`src/rtl/mult_channel_pipe.sv`:
```
// Multi-channel signed multiplier stage with optional row accumulation.
// Each channel has a credit-guarded pipeline feeding its own FWFT output FIFO.
module mult_channel_pipe #(
  parameter int CHANNELS    = 4,
  parameter int VAL_BITS    = 16,
  parameter int OUT_BITS    = 40,
  parameter int PIPE_STAGES = 2,
  parameter int FIFO_DEPTH  = 16,
  parameter int ACC_MODE    = 0
) (
  input  logic                         clk,
  input  logic                         rst,
  input  logic [CHANNELS*VAL_BITS-1:0] vec,
  input  logic [CHANNELS-1:0]          vec_fifo_empty,
  output logic [CHANNELS-1:0]          vec_fifo_read,
  input  logic [CHANNELS*VAL_BITS-1:0] mat,
  input  logic [CHANNELS-1:0]          mat_last,
  input  logic [CHANNELS-1:0]          mat_fifo_empty,
  output logic [CHANNELS-1:0]          mat_fifo_read,
  output logic [CHANNELS*OUT_BITS-1:0] mult,
  output logic [CHANNELS-1:0]          mult_fifo_empty,
  input  logic [CHANNELS-1:0]          mult_fifo_read,
  output logic [CHANNELS-1:0]          sat_flag
);

  localparam int PW = $clog2(FIFO_DEPTH);
  localparam int CW = PW + 1;
  localparam int PB = 2 * VAL_BITS;
  localparam int MSB = OUT_BITS - 1;
  localparam logic [CW-1:0] DEPTH_C = CW'(FIFO_DEPTH);
  localparam logic signed [OUT_BITS-1:0] SAT_MAX =
    {1'b0, {(OUT_BITS-1){1'b1}}};
  localparam logic signed [OUT_BITS-1:0] SAT_MIN =
    {1'b1, {(OUT_BITS-1){1'b0}}};

  typedef enum logic {IDLE, ACCUM} acc_state_e;

  for (genvar i = 0; i < CHANNELS; i++) begin : g_ch
    logic signed [VAL_BITS-1:0] a;
    logic signed [VAL_BITS-1:0] b;
    logic signed [PB-1:0]       prod;
    logic                       reserves;
    logic                       pop;
    logic                       credit_ok;
    logic                       issue;
    logic [CW-1:0]              reserved;
    logic [CW-1:0]              count;
    logic [PW-1:0]              wr_ptr;
    logic [PW-1:0]              rd_ptr;
    logic [OUT_BITS-1:0]        mem [FIFO_DEPTH];
    logic [PIPE_STAGES-1:0]     pv;
    logic [PIPE_STAGES-1:0]     pl;
    logic signed [OUT_BITS-1:0] pd [PIPE_STAGES];
    logic signed [OUT_BITS-1:0] tail;
    logic signed [OUT_BITS-1:0] acc;
    logic signed [OUT_BITS-1:0] acc_nx;
    logic signed [OUT_BITS-1:0] acc_base;
    logic signed [OUT_BITS-1:0] sum;
    logic signed [OUT_BITS-1:0] sat_sum;
    logic signed [OUT_BITS-1:0] wdata;
    logic                       tail_v;
    logic                       tail_l;
    logic                       ovf;
    logic                       wr;
    logic                       sat_q;
    logic                       sat_nx;
    logic                       empty;
    acc_state_e                 state;
    acc_state_e                 state_nx;

    assign a = mat[i*VAL_BITS +: VAL_BITS];
    assign b = vec[i*VAL_BITS +: VAL_BITS];
    assign prod = a * b;

    // A same-cycle pop returns its slot before the credit check.
    assign empty     = (count == '0);
    assign pop       = mult_fifo_read[i] & ~empty;
    assign reserves  = (ACC_MODE == 0) | mat_last[i];
    assign credit_ok = ~reserves | pop | (reserved < DEPTH_C);
    assign issue     = rst & ~vec_fifo_empty[i] & ~mat_fifo_empty[i]
                       & credit_ok;

    assign vec_fifo_read[i] = issue;
    assign mat_fifo_read[i] = issue;

    always_ff @(posedge clk) begin
      if (!rst) begin
        pv <= '0;
        pl <= '0;
      end else begin
        pv[0] <= issue;
        pl[0] <= mat_last[i];
        for (int s = 1; s < PIPE_STAGES; s++) begin
          pv[s] <= pv[s-1];
          pl[s] <= pl[s-1];
        end
      end
    end

    always_ff @(posedge clk) begin
      pd[0] <= OUT_BITS'(prod);
      for (int s = 1; s < PIPE_STAGES; s++) begin
        pd[s] <= pd[s-1];
      end
    end

    assign tail   = pd[PIPE_STAGES-1];
    assign tail_v = pv[PIPE_STAGES-1];
    assign tail_l = pl[PIPE_STAGES-1];

    // Accumulation lives in the last stage; IDLE implies a zero base.
    assign acc_base = (state == ACCUM) ? acc : '0;
    assign sum      = acc_base + tail;
    assign ovf      = (acc_base[MSB] == tail[MSB])
                      & (sum[MSB] != acc_base[MSB]);
    assign sat_sum  = ovf ? (acc_base[MSB] ? SAT_MIN : SAT_MAX) : sum;

    always_comb begin
      state_nx = state;
      acc_nx   = acc;
      sat_nx   = sat_q;
      if ((ACC_MODE != 0) && tail_v) begin
        sat_nx = sat_q | ovf;
        unique case (state)
          IDLE, ACCUM: begin
            state_nx = tail_l ? IDLE : ACCUM;
            acc_nx   = tail_l ? '0 : sat_sum;
          end
          default: ;
        endcase
      end
    end

    always_ff @(posedge clk) begin
      if (!rst) begin
        state <= IDLE;
        acc   <= '0;
        sat_q <= 1'b0;
      end else begin
        state <= state_nx;
        acc   <= acc_nx;
        sat_q <= sat_nx;
      end
    end

    assign wr    = tail_v & ((ACC_MODE == 0) | tail_l);
    assign wdata = (ACC_MODE != 0) ? sat_sum : tail;

    always_ff @(posedge clk) begin
      if (!rst) begin
        wr_ptr   <= '0;
        rd_ptr   <= '0;
        count    <= '0;
        reserved <= '0;
      end else begin
        if (wr) wr_ptr <= wr_ptr + PW'(1);
        if (pop) rd_ptr <= rd_ptr + PW'(1);
        count    <= count + CW'(wr) - CW'(pop);
        reserved <= reserved + CW'(issue & reserves) - CW'(pop);
      end
    end

    always_ff @(posedge clk) begin
      if (wr) mem[wr_ptr] <= wdata;
    end

    assign mult[i*OUT_BITS +: OUT_BITS] = empty ? '0 : mem[rd_ptr];
    assign mult_fifo_empty[i] = empty;
    assign sat_flag[i]        = sat_q;
  end

endmodule

```
`config.mk`:
```
export PLATFORM = sky130hd
export DESIGN_NAME = mult_channel_pipe
export DESIGN_NICKNAME = d
export VERILOG_FILES = /design/src/rtl/mult_channel_pipe.sv
export SDC_FILE = /design/constraint.sdc
export NUM_CORES = 2
export LEC_CHECK = 0
export ABC_AREA = 1
export CAP_MARGIN = 10
export CORE_MARGIN = 2
export CORE_UTILIZATION = 39
export DETAILED_ROUTE_END_ITERATION = 16
export HOLD_SLACK_MARGIN = 0.05
export PLACE_DENSITY = 0.65
export SLEW_MARGIN = 20
export SYNTH_ARGS = -nofsm -noshare
export SYNTH_HDL_FRONTEND = slang
export SYNTH_SLANG_ARGS = --single-unit
```
`constraint.sdc`:
```
create_clock -name clk -period 6 [get_ports clk]
set_input_delay 0.9 -clock clk [delete_from_list [all_inputs] [get_ports clk]]
set_output_delay 0.9 -clock clk [all_outputs]
set_load 0.03 [all_outputs]
```
==> flow_summary.ini <==
[run_status]
outcome = completed

[setup_path]
worst-path-stages = 19
crit_top_cell = fa_1
cp.required_ns = 6.73
crit_family = adder cells
crit_slowest_cell = fa_1
reg2reg_slack_ns = 2.84
cpPeakStageDelay_ns = 0.75
cp-end-kind = register
worstRegToRegCells = 13
worst-setup-path-type = in2reg
cp-start-kind = input pin
crit_buf_inv = 5
path_max_fanout = 6
cp_cell_sequence = clkdlybuf4s50_1, nand2_1, inv_1, fa_1, fa_1, fa_1, fa_1, fa_1, inv_1, fa_1, inv_1, ha_1, nand2_1, nor2_1, inv_1, nor3_1, nand2_1, nand2_1, xor2_1
critPathArrivalTime_ns = 6.45

[clock_tree]
clock_tree.buffer_depth = 4
hold_buffers = 0
cts.sinks = 2400
clock_latency_ns = 0.86
cts_resized = 0
clkTransAtPathRegs_ns = 0.06
tritoncts = done
cts_buffers = 262
cts_root_buffer = clkbuf_16
htreeDepth = 5
post_cts_buffers = 0

[logic_synthesis]
synth_cell_types = 36
avgSynthCellArea_sq_um = 10.53
syn-cell-area_sq_um = 133400
ys_warn_count = 0
synth_compound_area_share_pct = 8.853
synth_xor_area_share_pct = 0.5778
ys_seq_elements = 2400
synth_area_leaders = edfxtp_1 (46%), fa_1 (16%), inv_1 (5.7%), dfxtp_1 (5.3%), nor2_1 (5.2%)
synthCells = 12670
synthMuxAreaShare_pct = 0
synth_top_family_by_area = adder cells
synth_fa_ha_area_share_pct = 19.53
yosys.area.top_type = edfxtp_1
synthDominantCellAreaShare_pct = 46.10
yosysSeqAreaShare_pct = 51.39
synthSimpleGateAreaFrac_pct = 11.41

[global_routing]
grt_first_pass_wirelength_um = 517400
grt_pass1_vias = 88964
overflow = 0
grt_max_degree = 206
track_usage_pct = 19.11
antenna_found_initial = 22

[floorplanning]
rows = 214
start_util_pct = 39.23
die-area_sq_um = 346700
num_io_pins = 322
dieHeight_um = 588.8
design.core.area_sq_um = 340100
chipWidth_um = 588.8

[sta]
skew_ns = 0.03333
post-route-period-util_pct = 95.29
hold_violations = 0
maxSlewViolCount = 0
slew_headroom_pct = 19.70
finalSetupViolCount = 0
fmax_ghz = 0.1749
worstMarginPinSlew_ns = 1.205
setup_tns_ns = 0
period_needed_ns = 5.718
rsz0062_at_grt = false

[final_layout]
layout_commonest_cell = edfxtp_1
syn2layout_area_growth_pct = 16.16
nFillCells = 31011
instances_no_fill = 18037
layout.nets = 14871
drive_above_1_share_pct = 9.235
layout_common_cells = edfxtp_1 (2048), inv_1 (2023), nor2_1 (1778)

[drt]
first_pass_iters = 5
drt_iter0_markers = 6971
drc_errors = 0
final_antenna_net_count = 0
vias_per_cell = 4.990
drt_wl_total_um = 333300
dr_total_vias = 90004
drt-wirelength-per-cell_um = 18.48

[worst_hold_path]
min_path_type = reg2reg
min_path_cells = 0

[run]
maxCapViolCount = 0

[place]
dpl.hpwl_um = 218900
place.gp.congestion = 0.8904
port_buffers = 313
dp.cells = 17548
-- per-layer routing --
metal | vias to the layer above | global-route usage (%) | wire [um]
met5 | - | 0 | 0
met1 | 44604 | 25.79 | 143500
met3 | 506 | 1.981 | 18140
li1 | 42344 | - | -
met2 | 2550 | 32.28 | 160800
met4 | 0 | 6.365 | 10980
-- layout make-up --
cell class	instances	area (sq um)	area share, %
timing repair buffer	1055	9777	6.310
clock buffer	362	7342	4.738
tap	4536	5675	3.663
inverter	2040	7677	4.955
sequential	2400	68600	44.27
clock inverter	117	1510	0.9746
multi-input combinational	7518	54350	35.08
antenna	9	22.52	0.01453
-- metrics by stage --
step,worst slack (ns),hold WS [ns],utilization (%),instance area (sq um)
detailed placement,-0.4967,0.3121,42.95,146100
floorplan,0.01833,0.3096,-,133400
finish,0.2823,0.3128,45.57,154900
global placement,-0.5297,0.3108,42.95,146100
CTS,0.4023,0.3190,45.56,154900
global route,0.04583,0.3287,45.56,154900
-- worst register-to-register path: cells and delay by family, from the launching register on --
family	cells	cell delay (ns)
AOI/OAI and AO/OA	4	1.37
DFF	1	0.33
adders and majority gates	3	0.92
buffers and inverters	3	0.17
and+or+nand+nor	3	0.30
-- state kept, by name, summed over array words and instances (netlist names), named ones only --
| name | count |
|---|---|
| g_ch.count | 20 |
| g_ch.mem | 2048 |
| g_ch.pd | 256 |
| g_ch.pv | 8 |
| g_ch.rd_ptr | 16 |
| g_ch.reserved | 20 |
| g_ch.wr_ptr | 16 |
-- cells by family after synthesis --
| kind of cell | Yosys count |
|---|---|
| adders and majority gates | 1448 |
| and+or+nand+nor | 3901 |
| other | 1 |
| AOI/OAI and AO/OA | 2077 |
| xor gates and xnor gates | 88 |
| buffers and inverters | 2755 |
| DFF | 2400 |
-- path summary, 6_finish.rpt --
kind                    startpoint                  end
setup / recovery           mat[47]    g_ch[2].pd[0][19]
hold / removal    g_ch[0].pd[0][5]    g_ch[0].pd[0][45]
setup reg to reg  g_ch[2].count[2]  g_ch[2].reserved[4]
hold reg to reg   g_ch[0].pd[0][5]    g_ch[0].pd[0][45]
-- Yosys cell counts --
cell / number
o211ai_1: 498
nand3b_1: 8
a21oi_1: 297
buf_2: 94
nor3_1: 33
a21o_1: 10
buf_4: 72
a2111oi_0: 4
o21a_1: 4
clkinv_1: 2
ha_1: 392
o21bai_1: 12
clkbuf_1: 486
o221ai_1: 16
and2_1: 8
nand4_1: 40
edfxtp_1: 2048
conb_1: 1
or2_2: 19
fa_1: 1056
nor2_1: 1842
nand2_1: 1679
xor2_1: 81
buf_8: 6
o21ai_1: 142
o21ai_0: 1083
inv_1: 2030
inv_2: 8
buf_1: 31
nor4_1: 1
a21boi_0: 3
dfxtp_1: 352
nand3_1: 271
buf_6: 26
xnor2_1: 7
o31ai_1: 8
Power is not shown: default switching activity piles up to over one toggle a cycle in this logic, so the estimate is an artifact.
